### src/rtl/station_dest.sv
// station_dest -- destination tracker for the Follower digital core.
//
// Latches a destination station from GO commands, drives the motion enable
// `go`, compares each barcode ID against the destination and stops the
// follower on a match (arrived) or when no station has been seen for TIMEOUT
// cycles (lost). Both producers are acknowledged with same-cycle clear pulses.
//
// Optional feature: define ARRIVE_BUZZ_EN to generate an arrival tone on
// piezo/piezo_n. Without it piezo is tied 0 and piezo_n tied 1.
//
// Ports:
//   clk, rst_n     clock, async active-low reset
//   cmd, cmd_rdy   command word ([15:14] opcode, [5:0] dest ID) and valid
//   clr_cmd_rdy    same-cycle ack of cmd_rdy
//   ID, ID_vld     barcode station ID and valid
//   clr_ID_vld     same-cycle ack of ID_vld
//   go             motion enable
//   in_transit     high while heading to a destination
//   arrived, lost  one-cycle status pulses
//   piezo, piezo_n tone output and its complement
module station_dest #(
  parameter int TIMEOUT  = 50_000_000,
  parameter int BUZZ_DIV = 12_500,
  parameter int BUZZ_LEN = 25_000_000
) (
  input  logic        clk,
  input  logic        rst_n,
  input  logic [15:0] cmd,
  input  logic        cmd_rdy,
  output logic        clr_cmd_rdy,
  input  logic [7:0]  ID,
  input  logic        ID_vld,
  output logic        clr_ID_vld,
  output logic        go,
  output logic        in_transit,
  output logic        arrived,
  output logic        lost,
  output logic        piezo,
  output logic        piezo_n
);

  localparam int WW = $clog2(TIMEOUT);
  localparam logic [1:0] OP_STOP = 2'b00;
  localparam logic [1:0] OP_GO   = 2'b01;

  typedef enum logic {IDLE, TRANSIT} state_t;

  state_t        state;
  logic [5:0]    dest_id;
  logic [WW-1:0] wdog;

  logic [1:0] op;
  logic       match;
  logic       expire;
  logic       arrive_evt;

  assign op     = cmd[15:14];
  assign match  = (ID[7:6] == 2'b00) && (ID[5:0] == dest_id);
  assign expire = (wdog == WW'(TIMEOUT - 1));

  // Gated by rst_n so nothing is acknowledged while held in reset; a request
  // still pending at release is serviced afterwards.
  assign clr_cmd_rdy = cmd_rdy & rst_n;
  assign clr_ID_vld  = ID_vld & ~cmd_rdy & rst_n;

  assign arrive_evt = (state == TRANSIT) && !cmd_rdy && ID_vld && match;

  always_ff @(posedge clk or negedge rst_n) begin
    if (!rst_n) begin
      state      <= IDLE;
      dest_id    <= 6'h00;
      wdog       <= '0;
      go         <= 1'b0;
      in_transit <= 1'b0;
      arrived    <= 1'b0;
      lost       <= 1'b0;
    end else begin
      arrived <= 1'b0;
      lost    <= 1'b0;
      case (state)
        IDLE: begin
          // IDs seen while idle are acked combinationally and discarded.
          if (cmd_rdy && op == OP_GO) begin
            dest_id    <= cmd[5:0];
            go         <= 1'b1;
            in_transit <= 1'b1;
            wdog       <= '0;
            state      <= TRANSIT;
          end
        end
        TRANSIT: begin
          if (cmd_rdy) begin
            if (op == OP_STOP) begin
              go         <= 1'b0;
              in_transit <= 1'b0;
              wdog       <= '0;
              state      <= IDLE;
            end else if (op == OP_GO) begin
              dest_id <= cmd[5:0];
              wdog    <= '0;
            end
            // illegal opcodes: acked, nothing else changes
          end else if (ID_vld) begin
            if (match) begin
              go         <= 1'b0;
              in_transit <= 1'b0;
              arrived    <= 1'b1;
              wdog       <= '0;
              state      <= IDLE;
            end else begin
              wdog <= '0;
            end
          end else if (expire) begin
            go         <= 1'b0;
            in_transit <= 1'b0;
            lost       <= 1'b1;
            wdog       <= '0;
            state      <= IDLE;
          end else begin
            wdog <= wdog + 1'b1;
          end
        end
        default: state <= IDLE;
      endcase
    end
  end

`ifdef ARRIVE_BUZZ_EN
  localparam int LW = $clog2(BUZZ_LEN + 1);
  localparam int DW = $clog2(BUZZ_DIV + 1);

  logic [LW-1:0] len_cnt;
  logic [DW-1:0] div_cnt;
  logic          tone_abort;

  assign tone_abort = cmd_rdy && (op == OP_GO || op == OP_STOP);

  always_ff @(posedge clk or negedge rst_n) begin
    if (!rst_n) begin
      len_cnt <= '0;
      div_cnt <= '0;
      piezo   <= 1'b0;
    end else if (tone_abort) begin
      len_cnt <= '0;
      div_cnt <= '0;
      piezo   <= 1'b0;
    end else if (arrive_evt) begin
      // a repeat arrival restarts the full duration
      len_cnt <= LW'(BUZZ_LEN);
      div_cnt <= '0;
      piezo   <= 1'b0;
    end else if (len_cnt != '0) begin
      len_cnt <= len_cnt - 1'b1;
      if (len_cnt == LW'(1)) begin
        piezo <= 1'b0;
      end else if (div_cnt == DW'(BUZZ_DIV - 1)) begin
        div_cnt <= '0;
        piezo   <= ~piezo;
      end else begin
        div_cnt <= div_cnt + 1'b1;
      end
    end
  end

  assign piezo_n = ~piezo;
`else
  localparam int unused_buzz = BUZZ_DIV + BUZZ_LEN;
  logic unused_evt;
  assign unused_evt = arrive_evt;
  assign piezo      = 1'b0;
  assign piezo_n    = 1'b1;
`endif

  logic unused_cmd;
  assign unused_cmd = ^cmd[13:6];

endmodule

### config.mk
export PLATFORM = sky130hd
export DESIGN_NAME = station_dest
export DESIGN_NICKNAME = d
export VERILOG_FILES = /design/src/rtl/station_dest.sv
export SDC_FILE = /design/constraint.sdc
export NUM_CORES = 1
export LEC_CHECK = 0
export CORE_MARGIN = 10
export CORE_UTILIZATION = 38
export CTS_CLUSTER_SIZE = 10
export DETAILED_ROUTE_END_ITERATION = 10
export PLACE_DENSITY = 0.61
export SLEW_MARGIN = 15
export SYNTH_ARGS = -nofsm -noshare
export SYNTH_HDL_FRONTEND = slang
export SYNTH_SLANG_ARGS = --single-unit
### constraint.sdc
create_clock -name clk -period 2.5 [get_ports clk]
set_clock_uncertainty 0.2 [all_clocks]
set_input_delay 0.25 -clock clk [delete_from_list [all_inputs] [get_ports clk]]
set_output_delay 0.25 -clock clk [all_outputs]
set_load 0.01 [all_outputs]
# Yosys cells after proc, flatten, opt, wreduce, memory -nomap -nowiden
# Cells that the tools add are included.
classes:
  n_addsub: 1
  n_eq_ne: 11
  mux: 34
  n_bitwise: 5
  n_reduce_logical: 7
op_table:
  columns: ["cell", "n"]
  rows:
  - ["$mux 26", 6]
  - ["$pmux 26 s2", 1]
  - ["$add 26x1->26 const B", 1]
  - ["$eq 26x26->1 const B", 1]
  - ["$mux 6", 4]
  - ["$mux 1", 20]
  - ["$pmux 6 s2", 1]
  - ["$ne 4x3->1 const B", 2]
  - ["$reduce_and 4->1", 2]
  - ["$eq 6x6->1", 1]
  - ["$ne 2x2->1 const B", 3]
  - ["$logic_not 2->1", 2]
  - ["$ne 4x2->1 const B", 1]
  - ["$pmux 1 s2", 2]
  - ["$and 1x1->1", 3]
  - ["$ne 3x2->1 const B", 1]
  - ["$eq 2x1->1 const B", 1]
  - ["$logic_and 1x1->1", 2]
  - ["$ne 2x1->1 const B", 1]
  - ["$not 1->1", 2]
  - ["$reduce_and 2->1", 1]
word_totals:
  ff_bits: 36
  input_bits: 28
  output_inout_bits: 8
  word_cells: 64

# Longest topological paths before layout
depth:
  ltp_word: 6
  mapped_depth: 7
  mapped_depth_nobuf: 6

# Least setup slack after synthesis
# Ideal clock, no wire load.
synth_path:
  kind: "register -> register"
  startpoint: "register wdog[0]"
  endpoint: "register wdog[3]"
  setup_time_ps: 118
  arrival_time_ps: 1469
  required_time_ps: 2182
  slack_ps: 713
  stages_incl_launch_ff: 8
  path_buffers: 1
  period_less_slack_ps: 1787
  path_cell_list: "dfrtp_1 > ha_1 > nand3_1 > nor3_2 > a21o_1 > buf_6 > o21ai_1 > a21o_1"
synth_between:
  elab_chain_cells: 5
  elab_cells_between_ends: 6
  classes_between: "add/sub (1); eq/ne (1); mux (4)"
synth_rtl:
  columns: ["element", "line", "rtl"]
  rows:
  - ["start: declaration", "50", "logic [WW-1:0] wdog;"]
  - ["start signal: assignment", "120", "wdog <= wdog + 1'b1;"]
  - ["$add 26x1->26 or $eq 26x26->1 (tied branches)", "120, 59", null]
  - ["$mux 26 (*)", "113", "end else if (expire) begin"]
  - ["$mux 26 (*)", "103", "end else if (ID_vld) begin"]
  - ["$mux 26 (*)", "92", "if (cmd_rdy) begin"]
  - ["$pmux 26 s2 (*)", "80", "case (state)"]
# Every way passes the cells marked *; elsewhere a longest branch is shown, timed or not.
# A chain may end at the register's enable or synchronous reset.

# Worst setup path in the final report
layout_path:
  startpoint: "input rst_n"
  endpoint: "output clr_ID_vld"
layout_between:
  elab_chain_cells: 1
layout_rtl:
  columns: ["element", "line", "rtl"]
  rows:
  - ["start: declaration", "27", "input logic rst_n,"]
  - ["$and 1x1->1", "64", "assign clr_ID_vld = ID_vld & ~cmd_rdy & rst_n;"]
  - ["end: declaration", "33", "output logic clr_ID_vld,"]
# Every way passes these cells.

==> impl_results.md <==
* Synth Flop Type: dfrtp_1
* Via count at 1,493
* Status: complete, no violations
* Post-Synthesis Cells at 201
* Die Ht at 94.27 µm
* Max clock buf depth at 2
* GRT busiest layer: met2
* Max Fclk at 444.7 MHz
* Layout area overhead at 18.09%
* Initial Utilization at 40.01%
* Residual DRC at 0
* Fillers at 519
* Global Route met1 Usage at 12.79%
* CTS Buf Count at 5
* DR vias/cell at 4.993
* Setup Buffers After CTS at 0
* Mapped cell area at 2096 µm²
* Most frequent cells in the layout: dfrtp_1, clkdlybuf4s50_1, nor2_1, xnor2_1, nand2_1
* Clock-pin slew of the registers on the worst-case setup and hold paths at 0.07 ns
* Number of clock sinks at 36
* Syn. warnings at 0
* Async SR Flop Fraction at 100.0%
* Site Rows at 26
* Reg2Reg Depth at 6
* Hold Vio Cnt, Final at 0
* Tmin final at 2.249 ns
* WP buf/inv at 3
* Initial DRT Pass Iterations at 4
* Startpoint types: input port
* GR Util met3 at 2.158%
* Slew Viols, Final at 0
* M2 GR Usage at 16.02%
* Worst hold path class: in2async
* Die area at 8886 µm²
* # diodes at 0
* Slowest CP cell: clkdlybuf4s50_1
* Clk_lat worst skew at 0.28 ns
* Max incr delay on CP at 0.53 ns
* Number of antenna violations at the first check in global routing at 0
* CTS tree: yes
* Overall Global Routing Usage at 10.06%
* Setup-failing EPs final at 0
* Worst Path Arrival at 1.80 ns
* DRT iter0 DRCs at 54
* Crit Reg-Reg Endpoint: wdog[7]$_DFFE_PN0P_
* Req. time, crit path at 2.05 ns
* Number of global-route vias before repair at 1,487
* Congestion Overflow GR at 0
* RSZ-0062 raised after global routing: false
* Sum Neg Setup Slack at 0 ns
* Fin crit share at 89.94%
* Crit Path Max Fanout at 16
* Register area share after synthesis at 42.99%
* Wirelength per Cell at 14.11 µm
* Max IR drop VDD at 0.0003915 V
* First-pass GRT wire length at 7210 µm
* Place WS at 0.2501 ns
* Post-synthesis net count at 230
* Post-DP HPWL at 3124 µm
* ANT nets after route at 0
* WL final at 4219 µm
* Worst Setup Slack, final at 0.2514 ns
* Setup slack, reg-to-reg at 0.38 ns
* EDFF count, synth at 0
* CP top delay family: buffers and inverters
* Seq cells post-synth at 36
* Post-CTS Resized at 0
* Syn Area/Cell at 10.43 µm²
* Most common cell after layout, fill and taps aside: dfrtp_1
* Die Wd at 94.27 µm
* Share of cells above drive strength 1 at 17.47%
* Nets at 257
* CTS Hold Bufs at 1
* Reg2reg start: wdog[0]$_DFFE_PN0P_
* Final core utilization at 47.25%
* PD cells at 506.5 nW/µm²
* Buffers on Ports at 25
* Leakage power at 1.042 nW
* Cell Chain, Critical Path: dlygate4sd3_1 > buf_2 > and2_1 > clkdlybuf4s50_1
* CORE AREA at 5238 µm²
* IO Pins at 36
* Max-cap violations at 0
* GP Congestion at 0.7708
* Element type at the critical path end: output pin
* Netlist cell types at 51
* H-Tree Depth at 2
* Kind of critical path: in2out
* Root Buffer: clkbuf_8
* Largest net degree at the start of global routing at 24
==> cell type report <==
type,instances,area [µm²],share of cell area [%]
flip-flops and latches,36,900.9,36.40
multi-input cells,150,1096,44.29
clock buffers,8,90.09,3.640
inverters,6,22.52,0.9100
repair buffers,29,277.8,11.22
well taps,70,87.58,3.539
==> worst max path at each step <==
| stage | startpoint | end | depth (start not counted) |
|---|---|---|---|
| finish | rst_n | clr_ID_vld | 4 |
| global route | cmd_rdy | clr_ID_vld | 4 |
| CTS | rst_n | clr_ID_vld | 4 |
| detailed placement | cmd_rdy | wdog[25]$_DFFE_PN0P_ | 6 |
| global placement | cmd_rdy | wdog[18]$_DFFE_PN0P_ | 6 |
| floorplan | wdog[0]$_DFFE_PN0P_ | wdog[3]$_DFFE_PN0P_ | 7 |
==> cell usage after synthesis, drive strengths merged, types with 7 or more instances <==
| master | count | share of area [%] |
|---|---|---|
| mux2 | 7 | 3.8 |
| nor3 | 10 | 3.3 |
| o21ai | 8 | 1.9 |
| nand3 | 9 | 2.7 |
| nor2 | 22 | 4.5 |
| nor4 | 9 | 5.3 |
| xnor2 | 16 | 6.7 |
| buf | 9 | 3.6 |
| nand4 | 7 | 3.1 |
| dfrtp | 36 | 43 |
| nand2 | 13 | 2.3 |
==> metrics by stage <==
step | hold WS (ns) | std cells | area, µm² | power (W)
floorplan | -0.2456 | 201 | 2096 | 0.0007606
global placement | -0.03286 | 290 | 2375 | 0.0008416
detailed placement | -0.03023 | 290 | 2375 | 0.0008467
CTS | 0.2000 | 299 | 2475 | 0.001269
global route | 0.2204 | 299 | 2475 | 0.001315
finish | 0.1991 | 299 | 2475 | 0.001253
==> report_power, final <==
part	total, W	internal, W	switching, W
clock network	0.000420	0.000225	0.000195
logic	0.000197	0.000104	0.0000928
registers	0.000637	0.000613	0.0000242
==> kinds of logic after synthesis <==
kind of cell | after synthesis | synth area share, %
other cells | 2 | 0.3583
mux | 7 | 3.761
flops | 36 | 42.98
xor+xnor | 22 | 9.194
fa+ha+maj | 1 | 0.5969
compound gates | 26 | 8.060
buf+inv | 15 | 4.716
simple gates | 92 | 30.33
==> metal layers <==
metal	vias up	wire, µm
met5	-	0
met4	0	63
met3	5	175
met2	22	2015
met1	708	1965
li1	758	-
==> registers in the layout (all words and copies together) (netlist names) <==
name,flops
wdog,26
lost,1
state,1
dest_id,6
in_transit,1
arrived,1
==> worst register-to-register path, cell delays in order, from the launching register on <==
cell,delay (ns)
dfrtp_1,0.39
ha_1,0.22
nand3_1,0.16
nor3_2,0.29
a21o_1,0.44
o21ai_1,0.14
a21o_1,0.19
(Power assumes the default switching activity.)
